**config.mk**
```make
export PLATFORM = sky130hd
export DESIGN_NAME = cam_pixel_packer
export DESIGN_NICKNAME = d
export VERILOG_FILES = /design/src/rtl/cam_pixel_packer.sv
export SDC_FILE = /design/constraint.sdc
export NUM_CORES = 1
export LEC_CHECK = 0
export ABC_AREA = 1
export CORE_MARGIN = 5
export CORE_UTILIZATION = 55
export CTS_CLUSTER_DIAMETER = 150
export DETAILED_ROUTE_END_ITERATION = 7
export GPL_ROUTABILITY_DRIVEN = 0
export PLACE_DENSITY = 0.81
export SYNTH_ARGS = -nofsm -noshare
export SYNTH_HDL_FRONTEND = slang
export SYNTH_SLANG_ARGS = --single-unit
```
**constraint.sdc**
```tcl
create_clock -name cam_pclk -period 12.1 [get_ports cam_pclk]
set_clock_uncertainty 0.1 [all_clocks]
set_input_delay 3.63 -clock cam_pclk [delete_from_list [all_inputs] [get_ports cam_pclk]]
set_output_delay 3.63 -clock cam_pclk [all_outputs]
set_load 0.01 [all_outputs]
```
**src/rtl/cam_pixel_packer.sv**
```systemverilog
// Camera pixel packer: converts a pixel-rate camera stream into
// AXI_DATA_WIDTH-bit words and issues burst requests for them. A partial
// word at a line end is padded with zero lanes. A request that is still
// pending when another burst completes makes the new burst get dropped and
// raises a sticky overflow flag.
module cam_pixel_packer #(
    parameter int AXI_DATA_WIDTH = 128,
    parameter int PIX_MODE       = 0,
    parameter int BURST_LEN      = 16
) (
    input  logic                      cam_pclk,
    input  logic                      cam_rst,
    input  logic                      cam_vsync,
    input  logic                      cam_href,
    input  logic [23:0]               cam_data,
    input  logic                      cam_data_valid,
    output logic [AXI_DATA_WIDTH-1:0] word_data,
    output logic                      word_valid,
    output logic                      word_last,
    output logic                      burst_valid,
    output logic [8:0]                burst_len,
    input  logic                      burst_ready,
    output logic                      frame_start,
    output logic                      overflow
);

    localparam int AW  = AXI_DATA_WIDTH;
    localparam int LW  = (PIX_MODE == 1) ? 16 : 32;
    localparam int PPW = AW / LW;
    localparam int PCW = $clog2(PPW + 1);

    typedef enum logic [1:0] {S_IDLE, S_ACCUM, S_FLUSH, S_REQ} state_t;

    // Convert one RGB888 pixel into a lane of the selected format.
    function automatic logic [LW-1:0] make_lane(input logic [23:0] d);
        if (PIX_MODE == 1) begin
            return LW'({d[23:19], d[15:10], d[7:3]});
        end else begin
            return LW'({8'hff, d});
        end
    endfunction

    // Pad a partial word: shift the k pending lanes up so zero lanes fill the LSBs.
    function automatic logic [AW-1:0] flush_word(input logic [AW-1:0] b,
                                                 input logic [PCW-1:0] k);
        return b << (LW * (PPW - int'(k)));
    endfunction

    state_t              state_r, state_nxt;
    logic                href_d1_r, vsync_d1_r;
    logic [AW-1:0]       buf_r;
    logic [PCW-1:0]      pix_cnt_r;
    logic [8:0]          word_cnt_r, pend_len_r;
    logic                done_r;

    logic                pix_in_s, line_end_s, vsync_rise_s;
    logic                hs_s, accept_s, ovf_set_s;
    logic [LW-1:0]       lane_s;
    logic [AW-1:0]       shifted_s;
    logic [8:0]          word_inc_s;
    logic                burst_valid_nxt_s, overflow_nxt_s;
    logic [8:0]          burst_len_nxt_s;
    logic                unused_bits_s;

    assign pix_in_s     = cam_href & cam_data_valid;
    assign line_end_s   = href_d1_r & ~cam_href;
    assign vsync_rise_s = cam_vsync & ~vsync_d1_r;
    assign hs_s         = burst_valid & burst_ready;
    assign accept_s     = done_r & ~(burst_valid & ~burst_ready);
    assign ovf_set_s    = done_r & burst_valid & ~burst_ready;
    assign lane_s       = make_lane(cam_data);
    assign shifted_s    = {buf_r[AW-LW-1:0], lane_s};
    assign word_inc_s   = word_cnt_r + 9'd1;
    assign unused_bits_s = ^cam_data;

    // Edge-detect history for href and vsync.
    always_ff @(posedge cam_pclk or posedge cam_rst) begin
        if (cam_rst) begin
            href_d1_r  <= 1'b0;
            vsync_d1_r <= 1'b0;
        end else begin
            href_d1_r  <= cam_href;
            vsync_d1_r <= cam_vsync;
        end
    end

    // Packing datapath: lane shifting, word emission, line-end flush and word counting.
    always_ff @(posedge cam_pclk or posedge cam_rst) begin
        if (cam_rst) begin
            buf_r       <= '0;
            pix_cnt_r   <= '0;
            word_cnt_r  <= 9'd0;
            pend_len_r  <= 9'd0;
            done_r      <= 1'b0;
            word_data   <= '0;
            word_valid  <= 1'b0;
            word_last   <= 1'b0;
            frame_start <= 1'b0;
        end else begin
            word_valid  <= 1'b0;
            word_last   <= 1'b0;
            done_r      <= 1'b0;
            frame_start <= vsync_rise_s;
            if (vsync_rise_s) begin
                buf_r      <= '0;
                pix_cnt_r  <= '0;
                word_cnt_r <= 9'd0;
            end else if (pix_in_s) begin
                if (pix_cnt_r == PCW'(PPW - 1)) begin
                    word_data  <= shifted_s;
                    word_valid <= 1'b1;
                    buf_r      <= '0;
                    pix_cnt_r  <= '0;
                    if (word_inc_s == 9'(BURST_LEN)) begin
                        word_last  <= 1'b1;
                        done_r     <= 1'b1;
                        pend_len_r <= word_inc_s;
                        word_cnt_r <= 9'd0;
                    end else begin
                        word_cnt_r <= word_inc_s;
                    end
                end else begin
                    buf_r     <= shifted_s;
                    pix_cnt_r <= pix_cnt_r + PCW'(1);
                end
            end else if (line_end_s) begin
                if (pix_cnt_r != PCW'(0)) begin
                    word_data  <= flush_word(buf_r, pix_cnt_r);
                    word_valid <= 1'b1;
                    word_last  <= 1'b1;
                    done_r     <= 1'b1;
                    pend_len_r <= word_inc_s;
                    word_cnt_r <= 9'd0;
                    buf_r      <= '0;
                    pix_cnt_r  <= '0;
                end else if (word_cnt_r != 9'd0) begin
                    done_r     <= 1'b1;
                    pend_len_r <= word_cnt_r;
                    word_cnt_r <= 9'd0;
                end else begin
                    word_cnt_r <= word_cnt_r;
                end
            end else begin
                buf_r <= buf_r;
            end
        end
    end

    // FSM state register.
    always_ff @(posedge cam_pclk or posedge cam_rst) begin
        if (cam_rst) begin
            state_r <= S_IDLE;
        end else begin
            state_r <= state_nxt;
        end
    end

    // FSM next-state logic; an accepted burst completion always moves to REQ.
    always_comb begin
        state_nxt = state_r;
        case (state_r)
            S_IDLE: begin
                if (accept_s) begin
                    state_nxt = S_REQ;
                end else if (pix_in_s) begin
                    state_nxt = S_ACCUM;
                end else begin
                    state_nxt = S_IDLE;
                end
            end
            S_ACCUM: begin
                if (accept_s) begin
                    state_nxt = S_REQ;
                end else if (line_end_s && (pix_cnt_r != PCW'(0))) begin
                    state_nxt = S_FLUSH;
                end else begin
                    state_nxt = S_ACCUM;
                end
            end
            S_FLUSH: begin
                if (accept_s) begin
                    state_nxt = S_REQ;
                end else begin
                    state_nxt = S_ACCUM;
                end
            end
            S_REQ: begin
                if (hs_s && !done_r) begin
                    state_nxt = cam_href ? S_ACCUM : S_IDLE;
                end else begin
                    state_nxt = S_REQ;
                end
            end
            default: state_nxt = S_IDLE;
        endcase
    end

    // FSM output decode: next values of the burst request outputs and overflow flag.
    always_comb begin
        burst_valid_nxt_s = (state_nxt == S_REQ);
        burst_len_nxt_s   = burst_len;
        overflow_nxt_s    = overflow;
        if (accept_s) begin
            burst_len_nxt_s = pend_len_r;
        end else begin
            burst_len_nxt_s = burst_len;
        end
        if (vsync_rise_s) begin
            overflow_nxt_s = 1'b0;
        end else begin
            overflow_nxt_s = overflow | ovf_set_s;
        end
    end

    // Register the burst request outputs and the overflow flag.
    always_ff @(posedge cam_pclk or posedge cam_rst) begin
        if (cam_rst) begin
            burst_valid <= 1'b0;
            burst_len   <= 9'd0;
            overflow    <= 1'b0;
        end else begin
            burst_valid <= burst_valid_nxt_s;
            burst_len   <= burst_len_nxt_s;
            overflow    <= overflow_nxt_s;
        end
    end

endmodule

```
==> Implementation_results.wiki <==
{| class="wikitable"
! Metric !! Value
|-
| Status || finished clean
|-
| Number of enable flip-flop cells after synthesis || 0
|-
| Distinct cells, synth || 36
|-
| Worst slew margin relative to its limit || 13.8%
|-
| Type of the most critical hold path || reg -> reg
|-
| Syn-to-layout area delta || 21.1%
|-
| Most numerous cell types in the synthesized netlist || sky130_fd_sc_hd__dfrtp_1 (240), sky130_fd_sc_hd__nand2_1 (233), sky130_fd_sc_hd__inv_1 (145)
|-
| Pleak || 6.08 nW
|-
| Clock-pin slew of the registers on the worst-case setup and hold paths || 60 ps
|-
| Total Routed Length || 35400 um
|-
| Crit path max fanout || 32
|-
| CP Data Arrival Time || 7100 ps
|-
| Category of cells accounting for the largest share of critical-path delay || buffers and inverters
|-
| Max Fclk || 0.148 GHz
|-
| WHS || 371 ps
|-
| Wire length of the first global-routing pass || 56200 um
|-
| Slack of the worst reg-to-reg path || 7550 ps
|-
| Overall global routing resource usage || 28.4%
|-
| DR iter-0 viols || 1104
|-
| Primary flip-flop cell chosen by synthesis mapping || sky130_fd_sc_hd__dfrtp_1
|-
| Maximum number of pins on one net before global-route repair || 126
|-
| Boundary Pins || 172
|-
| Die Area || 0.0243 sq mm
|-
| Most repeated cell in the gate-level netlist after synthesis || sky130_fd_sc_hd__dfrtp_1
|-
| Vias in the first global route || 10600
|-
| Final Net Count || 1538
|-
| Area of the core || 0.0210 sq mm
|-
| Final min period || 6770 ps
|-
| Share of final-layout standard cells stronger than drive strength 1 || 6.57%
|-
| Number of levels the H-tree was split into || 1
|-
| Max-slew violation count || 0
|-
| Instance count along the most critical hold path || 2
|-
| Beginning of the worst hold path || pend_len_r[1]
|-
| Number of cell rows || 53
|-
| Later-pin clock latency in the skew report || 540 ps
|-
| Reg-to-reg critical path endpoint || word_data[95]
|-
| Worst supply voltage drop on vdd || 146 uV
|-
| Number of buffers inserted for hold repair after clock tree synthesis || 0
|-
| Number of detailed-routing iterations run before antenna repair || 6
|-
| Depth of the worst register-to-register path || 7
|-
| Origin of the critical flop-to-flop path || pix_cnt_r[0]
|-
| Antenna Violating Nets Remaining || 0
|-
| Sequential cell area || 0.00601 sq mm
|-
| Cell at the root of the clock tree || sky130_fd_sc_hd__clkbuf_16
|-
| Measured slew at the worst slew-check pin || 1290 ps
|-
| Setup bufs post-CTS || 0
|-
| Worst Path Class, Setup || in -> reg
|-
| Seq cells post-synth || 240
|-
| Count of max-cap constraint violations || 0
|-
| Critical path cell sequence || clkdlybuf4s50_1 -> nand2_2 -> nand2_1 -> inv_2 -> nand2_1 -> inv_2 -> nand3_1 -> a41oi_1
|-
| Ys async rst share || 100%
|-
| Number of input and output port buffers inserted || 171
|-
| Critical path's slowest cell || sky130_fd_sc_hd__inv_2
|-
| Number of clock sinks || 240
|-
| Cell area after synthesis || 0.0117 sq mm
|-
| Synthesized area per cell || 8.26 sq um
|-
| Required time at the endpoint of the critical path || 12440 ps
|-
| Die W || 156 um
|-
| Number of warnings printed during yosys synthesis || 0
|-
| Final period util || 55.9%
|-
| Antenna violations before repair || 0
|-
| Buffering stage count on the worst path with inverters included || 3
|-
| Average wire per standard cell || 19.7 um
|-
| Maximum number of buffers from clock root to sink || 3
|-
| Vertical die dimension || 156 um
|-
| Clock tree from TritonCTS || done
|-
| Diode insertion count for antenna repair || 0
|-
| Mapped Cells || 1419
|-
| Post-cts repair resize count || 0
|-
| Startpoint kind of the worst setup timing path || input port
|-
| Area taken by multi-input logic gates || 0.00450 sq mm
|-
| Setup repair after global routing missed its margin || no
|-
| Top cells by area, synth || sky130_fd_sc_hd__dfrtp_1 (51%), sky130_fd_sc_hd__nand2_1 (7.5%), sky130_fd_sc_hd__a21oi_1 (5.6%)
|-
| Setup Total Neg Slack || 0 ps
|-
| Fill cell count || 1590
|-
| Average vias per placed instance || 6.07
|-
| Critical Path End Type || flop
|-
| Power, Total || 3.28 mW
|-
| Global-route congestion overflow total || 0
|-
| Final standard cell utilization of the core || 67.5%
|-
| Starting density of the core || 55.8%
|-
| Sequential element share of the synthesized area || 51.2%
|-
| Number of DRC violations after detailed routing || 0
|-
| Share of the synthesized area in the top cell type || 51.2%
|-
| Power density of the placed cells || 231 mW/mm^2
|-
| Biggest area consumer among synthesized cells || sky130_fd_sc_hd__dfrtp_1
|-
| Vias || 10900
|-
| Count of final hold-check violations || 0
|-
| Syn_nets || 1454
|-
| Worst Hold Path EP || pend_len_r[1]
|-
| Setup violation total in the final timing report || 0
|-
| Post-DP HPWL || 21900 um
|-
| Number of buffers created by CTS || 26
|-
| Slowest Stage Delay on Critical Path || 820 ps
|}
[tightest hold or removal path: cells and delay by family (launching register included)]
family / cells / cell delay, ps
flip-flops: 1 / 330
AND/OR/NAND/NOR: 2 / 110
[per-stage QoR]
stage / instance area [sq um] / setup slack [ps] / cells
floorplan: 11700 / 1780 / 1419
global placement: 13200 / 5160 / 1750
detailed placement: 13200 / 4970 / 1750
CTS: 14200 / 5490 / 1797
global route: 14200 / 5200 / 1797
finish: 14200 / 5330 / 1797
[how the worst max path moves through the flow]
stage	startpoint	endpoint	cells past startpoint
floorplan	cam_rst	buf_r[0]	1
global placement	cam_href	word_data[95]	8
detailed placement	cam_href	word_data[95]	8
CTS	cam_href	word_data[95]	8
global route	cam_href	word_data[95]	8
finish	cam_href	word_data[95]	8
[layout make-up]
cell class / count / share of cell area [%]
Timing Repair Buffer: 181 / 12.6
Clock inverter: 7 / 0.952
Clock buffer: 40 / 5.74
Tap cell: 275 / 2.42
Inverter: 160 / 4.30
Sequential cell: 240 / 42.3
Multi-Input combinational cell: 894 / 31.7
[per-layer routing]
layer	part of all wire [%]	routed length, um	global-route usage (%)	vias up
met5	0	0	0	-
met3	10	3540	3.50	121
met2	48	16900	46.7	670
met1	38	13400	38.2	5225
met4	4.2	1490	12.2	0
li1	-	-	-	4895
[report_power, final]
part           switching (mW)  internal [mW]
Combinational           0.655          0.555
Sequential              0.180           1.02
Clock                   0.324          0.546
Total                    1.16           2.12
[flip-flops by register name (all words and copies together), names as in the netlist, 2 cells and up]
name and count:
buf_r 100, burst_len 9, pend_len_r 9, pix_cnt_r 3, state_r 2, word_cnt_r 9
word_data 100
[kinds of logic after synthesis]
family                     synth area share, %
buffers and inverters                     10.6
AOI/OAI and AO/OA                         18.5
xor gates and xnor gates                 0.224
adders and majority gates                0.534
DFF                                       51.2
and+or+nand+nor                           18.0
muxes                                    0.864
[cell usage in the layout (no fill, tap or decap), drive strengths merged]
cell           synthesis  final
nand2                241    241
dfrtp                240    240
clkdlybuf4s50          0    171
inv                  160    158
a21oi                132    132
nand3                122    122
nor2                 119    119
o21ai                107    107
o22ai                100    100
clkbuf                34     40
a31oi                 26     26
a22oi                 20     20
buf                   91     10
mux2                   9      9
clkinv                 0      5
ha                     5      5
bufinv                 0      4
nor3                   4      4
xor2                   2      2
or2                    1      1
xnor2                  1      1
nand3b                 1      1
o211ai                 1      1
o2111ai                1      1
o311ai                 1      1
a41oi                  1      1
No activity file was read; power rests on OpenSTA's default activity.
